[config.mk]
export PLATFORM = sky130hd
export DESIGN_NAME = celda_serial_deraizq
export DESIGN_NICKNAME = d
export VERILOG_FILES = /design/src/rtl/celda_serial_deraizq.sv
export SDC_FILE = /design/constraint.sdc
export NUM_CORES = 1
export LEC_CHECK = 0
export BUFFER_PORTS_ARGS = -buffer_cell sky130_fd_sc_hd__buf_2
export CORE_ASPECT_RATIO = 0.8
export CORE_MARGIN = 4
export CORE_UTILIZATION = 52
export CTS_CLUSTER_SIZE = 14
export DETAILED_ROUTE_END_ITERATION = 8
export PLACE_DENSITY = 0.77
export SYNTH_ARGS = -nofsm -noshare
export SYNTH_HDL_FRONTEND = slang
export SYNTH_SLANG_ARGS = --single-unit
[constraint.sdc]
create_clock -name clk -period 1.5 [get_ports clk]
set_input_delay 0.15 -clock clk [delete_from_list [all_inputs] [get_ports clk]]
set_output_delay 0.15 -clock clk [all_outputs]
set_load 0.01 [all_outputs]
[src/rtl/celda_serial_deraizq.sv]
// Serial LSB-first unsigned comparator: one bit pair per clock, reports A>B and A==B.
// Latency N+1 cycles from accepted start to done; start is ignored while not IDLE.
module celda_serial_deraizq #(
    parameter int N = 8
) (
    input  logic                 clk,
    input  logic                 rst,
    input  logic                 start,
    input  logic [N-1:0]         a,
    input  logic [N-1:0]         b,
    output logic                 busy,
    output logic                 done,
    output logic                 f,
    output logic                 f_eq,
    output logic [$clog2(N)-1:0] bit_idx
);
    localparam int CW = $clog2(N);

    typedef enum logic [1:0] {IDLE, SHIFT, DONE} state_t;

    state_t         state;
    state_t         state_nxt;
    logic [N-1:0]   sh_a;
    logic [N-1:0]   sh_b;
    logic [CW-1:0]  cnt;
    logic           gt_mid;
    logic           eq_mid;
    logic           last_bit;
    logic           diff;
    logic           gt_upd;
    logic           eq_upd;

    // A differing pair overwrites gt_mid, so the most significant difference wins.
    assign last_bit = (cnt == CW'(N - 1));
    assign diff     = sh_a[0] ^ sh_b[0];
    assign gt_upd   = diff ? sh_a[0] : gt_mid;
    assign eq_upd   = eq_mid & ~diff;

    always_comb begin
        state_nxt = state;
        case (state)
            IDLE:    if (start) state_nxt = SHIFT;
            SHIFT:   if (last_bit) state_nxt = DONE;
            DONE:    state_nxt = IDLE;
            default: state_nxt = IDLE;
        endcase
    end

    always_ff @(posedge clk) begin
        if (rst) begin
            state  <= IDLE;
            sh_a   <= '0;
            sh_b   <= '0;
            cnt    <= '0;
            gt_mid <= 1'b0;
            eq_mid <= 1'b1;
            f      <= 1'b0;
            f_eq   <= 1'b0;
        end else begin
            state <= state_nxt;
            case (state)
                IDLE: begin
                    if (start) begin
                        sh_a   <= a;
                        sh_b   <= b;
                        cnt    <= '0;
                        gt_mid <= 1'b0;
                        eq_mid <= 1'b1;
                    end
                end
                SHIFT: begin
                    sh_a   <= sh_a >> 1;
                    sh_b   <= sh_b >> 1;
                    gt_mid <= gt_upd;
                    eq_mid <= eq_upd;
                    if (last_bit) begin
                        f    <= gt_upd;
                        f_eq <= eq_upd;
                        cnt  <= '0;
                    end else begin
                        cnt  <= cnt + CW'(1);
                    end
                end
                default: ;
            endcase
        end
    end

    assign busy    = (state == SHIFT);
    assign done    = (state == DONE);
    assign bit_idx = busy ? cnt : '0;
endmodule

* Word-level counts from Yosys, hierarchy flattened *
Cells that the tools add are included.

operators by class
  $lt $le $gt $ge = 0
  reductions and logical operators = 5
  $add $sub $neg = 1
  mux-type cells = 16
  multiply operators = 0
  equality and inequality tests = 5
  bitwise operators = 3
  div/mod/pow operators = 0
  shift-type cells = 0

operators with widths
  operator                                             count
  one-hot mux 8 bit (2 select lines)                   2
  two-way mux 8 bit                                    2
  two-way mux 3 bit                                    3
  one-hot mux 3 bit (2 select lines)                   1
  AND reduction 2 bit                                  3
  two-way mux 2 bit                                    2
  one-hot mux 1 bit (2 select lines)                   2
  one-hot mux 2 bit (2 select lines)                   1
  adder 3 x 1 -> 3 bit, second input constant          1
  equality test 3 bit, second input constant           1
  two-way mux 1 bit                                    3
  equality test 2 x 1 -> 1 bit, second input constant  1
  equality test 2 bit, second input constant           1
  zero test 2 bit                                      1
  != test 2 x 1 -> 1 bit, second input constant        1
  != test 2 bit, second input constant                 1
  nonzero test 2 bit                                   1
  AND 1 bit                                            1
  inverter 1 bit                                       1
  XOR 1 bit                                            1

word-level totals
  ROM bits = 0
  bits in writable memories = 0
  latch bits = 0
  memories kept = 0
  bits in registers = 25
  word-level logic and storage cells = 38
  output and inout bits = 7
  bits of input ports = 19

* Depth between registers and ports, before layout *
  depth after elaboration = 4
  depth in mapped cells = 6
  depth with buffers taken out = 5

* Worst setup path before layout *
Ideal clock, no wire load.

  path type = flip-flop to flip-flop
  from = register state[0]
  to = register sh_b[3]
  stages on the path, launching flop included = 6
  path slack = 387 ps
  data required time = 1,421 ps
  buffers on the path = 2
  period minus slack after synthesis = 1,113 ps
  library setup time = 79 ps
  arrival = 1,033 ps
  cells stage by stage = dfxtp_1 -> buf_6 -> o21bai_4 -> buf_6 -> a21oi_2 -> a211oi_2

between the ends
  cells in the longest elaborated chain, start to end = 3
  elaborated cells on any way between the ends = 6
  those cells by class = eq/ne: 2; mux: 1; reduce/logical: 3

ends and longest elaborated chain
  what                                                                  RTL line  RTL
  from (decl)                                                           21        state_t state;
  from (signal assigned)                                                60        state <= state_nxt;
  equality test 2 x 1 -> 1 bit or zero test 2 bit (tied branches)       61        case (state)
  nonzero test 2 bit (no source line) or != test 2 bit (tied branches)  n/a
  AND reduction 2 bit (no source line)                                  n/a
  to (signal assigned)                                                  73        sh_b <= sh_b >> 1;
  to (decl)                                                             24        logic [N-1:0] sh_b;

Parallel ways exist; a longest one is shown, timed or not.
A chain may end at the register's enable or synchronous reset.

* Final worst setup path *
  from = register state[1]
  to = output port bit_idx[1]

between the ends
  cells in the longest elaborated chain, start to end = 2

ends and longest elaborated chain
  what                          RTL line  RTL
  equality test 2 x 1 -> 1 bit  89        assign busy = (state == SHIFT);
  two-way mux 3 bit             91        assign bit_idx = busy ? cnt : '0;
  to (decl)                     15        output logic [$clog2(N)-1:0] bit_idx

No other way between the ends.

==> impl_metrics.json <==
{
  "postSynthAreaPerCell_sq_um": 9.005,
  "syn_nets": 153,
  "placed_cell_area_sq_um": 1284,
  "hpwl_um": 1646,
  "finish.utilization_pct": 61.16,
  "path_max_fanout": 24,
  "ctsHoldBuffers": 0,
  "final_common_cell": "buf_2",
  "drt.antenna.violating_nets": 0,
  "cp-end-kind": "output pin",
  "synth_cells": 132,
  "start_util_pct": 55.07,
  "max-vdd-ir-drop_v": 0.0006388,
  "drc": 0,
  "drt_wl_total_um": 2356,
  "ff2ff_path_depth": 3,
  "drt_iter0_drc": 22,
  "status": "completed",
  "post_cts_buffers": 0,
  "track_usage_pct": 17.53,
  "path_cells": "nand2b_4 -> inv_8 -> and2_1 -> buf_2",
  "numCtsBuffers": 3,
  "root_buffer": "clkbuf_4",
  "rsz0062_at_grt": "no",
  "r2r_start": "state[0]$_SDFFE_PP0P_",
  "first_global_vias": 899,
  "cts_sinks": 25,
  "synth_cell_type_count": 32,
  "clockBufferDepth": 2,
  "grt_max_degree": 25,
  "die_h_um": 50.76,
  "place_congestion": 0.7101,
  "max_stage_delay_ps": 370,
  "finalSetupViolCount": 0,
  "r2r_slack_ps": 180,
  "synth_edf_count": 0,
  "finalPower_mw": 1.238,
  "yosys_warnings": 0,
  "power.density_nw_per_um2": 938.1,
  "final_layout_size_suffix_gt1_share_pct": 29.22,
  "max_freq_ghz": 0.7111,
  "cellLeakagePower_nw": 0.5587,
  "cp_top_family": "flip-flops",
  "ys.flop_type": "dfxtp_1",
  "finalCritPeriodShare_pct": 93.75,
  "dp_slack_ps": 74.04,
  "final_cell_area_sq_um": 1320,
  "synth_area_sq_um": 1189,
  "path_class": "reg -> out",
  "nFillCells": 190,
  "portBuffers": 25,
  "final.setup.tns_ps": 0,
  "wire_per_inst_um": 13.16,
  "whs_ps": 58.13,
  "finalWorstSetupSlack_ps": 93.74,
  "row_count": 15,
  "crit_path_start_kind": "register",
  "drv_cap": 0,
  "clock_latency_ps": 310,
  "final_cell_mix": "25 x buf_2, 23 x dfxtp_1, 22 x nor2_1",
  "clkTransAtPathRegs_ps": 130,
  "vias_per_cell": 5.514,
  "yosysSeqAreaShare_pct": 42.11,
  "grt_pass1_wl_um": 4098,
  "hold_viol": 0,
  "final-instance-count-excl-fill": 179,
  "dr.pass1.iters": 4,
  "r2r_end": "sh_a[0]$_SDFFE_PP0P_",
  "crit_required_ps": 1350,
  "finalClockSkew_ps": 3.400,
  "cp.arrival_ps": 1260,
  "grt_overflow_total": 0,
  "htreeDepth": 1,
  "worst-path-buf-inv": 2,
  "slew_viol_final": 0,
  "nNetsFinal": 176,
  "syn2layout_area_growth_pct": 11.05,
  "min_path_type": "in -> reg",
  "relSlewSlack_pct": 64.93,
  "async_flop_share_pct": 0,
  "vias": 987,
  "synth_seq_cells": 25,
  "die-width_um": 61.46,
  "hold_start": "a[4]",
  "slowest_stage": "dfxtp_2",
  "fp.dieArea_sq_um": 3119,
  "antenna_cells": 0,
  "antenna_found_initial": 0,
  "fin_crit_ps": 1406,
  "place_inst": 175,
  "tightest_slew_ps": 524.6,
  "hold_depth": 3,
  "cts_tree": "built",
  "whs_endpoint": "sh_a[4]$_SDFFE_PP0P_",
  "pin_count": 26,
  "core_sq_um": 2158
}
## kinds of logic after synthesis
family | count (synthesis) | synth area share (%)
flops | 25 | 42.11
simple gates | 45 | 16.84
compound gates | 42 | 28.00
buf+inv | 15 | 8.526
fa+ha+maj | 3 | 2.947
mux | 1 | 0.8421
xor+xnor | 1 | 0.7370
## final cells by class
cell class | instances | area, sq um | share of cell area, %
multi-input cells | 92 | 586.8 | 44.45
flip-flops and latches | 25 | 505.5 | 38.29
repair buffers | 27 | 140.1 | 10.62
well taps | 25 | 31.28 | 2.370
inverters | 6 | 30.03 | 2.275
clock buffers | 4 | 26.28 | 1.991
## routing by layer
layer | GRT usage, % | share of wire (%) | wire [um]
met5 | 0 | 0 | 0
met4 | 3.180 | 0.59 | 14
met3 | 6.684 | 6.1 | 143
met2 | 28.17 | 49 | 1146
met1 | 22.38 | 45 | 1050
## flip-flops by register name (all words and copies together) (netlist names)
signal,cells
cnt,3
eq_mid,1
f,1
f_eq,1
gt_mid,1
sh_a,8
sh_b,8
state,2
## Yosys cell counts, types with 2 or more instances
cell / number / area [sq um]
a21oi_1: 13 / 65.06
nand2_1: 14 / 52.55
a21oi_2: 4 / 35.03
ha_1: 2 / 25.02
dfxtp_1: 25 / 500.5
buf_6: 4 / 45.04
a211oi_2: 4 / 50.05
clkbuf_1: 3 / 11.26
nor2_1: 22 / 82.58
and2_1: 3 / 18.77
a211oi_1: 9 / 67.56
a22oi_1: 5 / 37.54
inv_1: 5 / 18.77
## worst max-delay path by stage
| stage | from | endpoint | slack, ps | cells past startpoint |
|---|---|---|---|---|
| finish | state[1]$_SDFFE_PP0P_ | bit_idx[1] | 90 | 4 |
| global route | state[0]$_SDFFE_PP0P_ | bit_idx[2] | 5 | 4 |
| global placement | state[0]$_SDFFE_PP0P_ | sh_a[0]$_SDFFE_PP0P_ | 180 | 3 |
| floorplan | state[0]$_SDFFE_PP0P_ | sh_b[3]$_SDFFE_PP0P_ | 390 | 5 |
| detailed placement | state[0]$_SDFFE_PP0P_ | sh_a[0]$_SDFFE_PP0P_ | 70 | 3 |
| CTS | state[1]$_SDFFE_PP0P_ | bit_idx[1] | 10 | 4 |
## repair_timing
| action | in CTS | in global routing |
|---|---|---|
| setup endpoints to repair | 4 | 3 |
| cloned | 0 | 0 |
| gates resized for setup | 3 | 2 |
## worst min-delay path, cell delays in order
cell and delay [ps]:
buf_2 90, nand2_1 50, a211oi_1 50
## report_power, final
part	internal [mW]	switching [mW]	leakage (nW)
clock	0.104	0.193	0.0150
sequential	0.707	0.0329	0.207
combinational	0.0877	0.114	0.337
total	0.899	0.340	0.559
No activity file was read; power rests on OpenSTA's default activity.
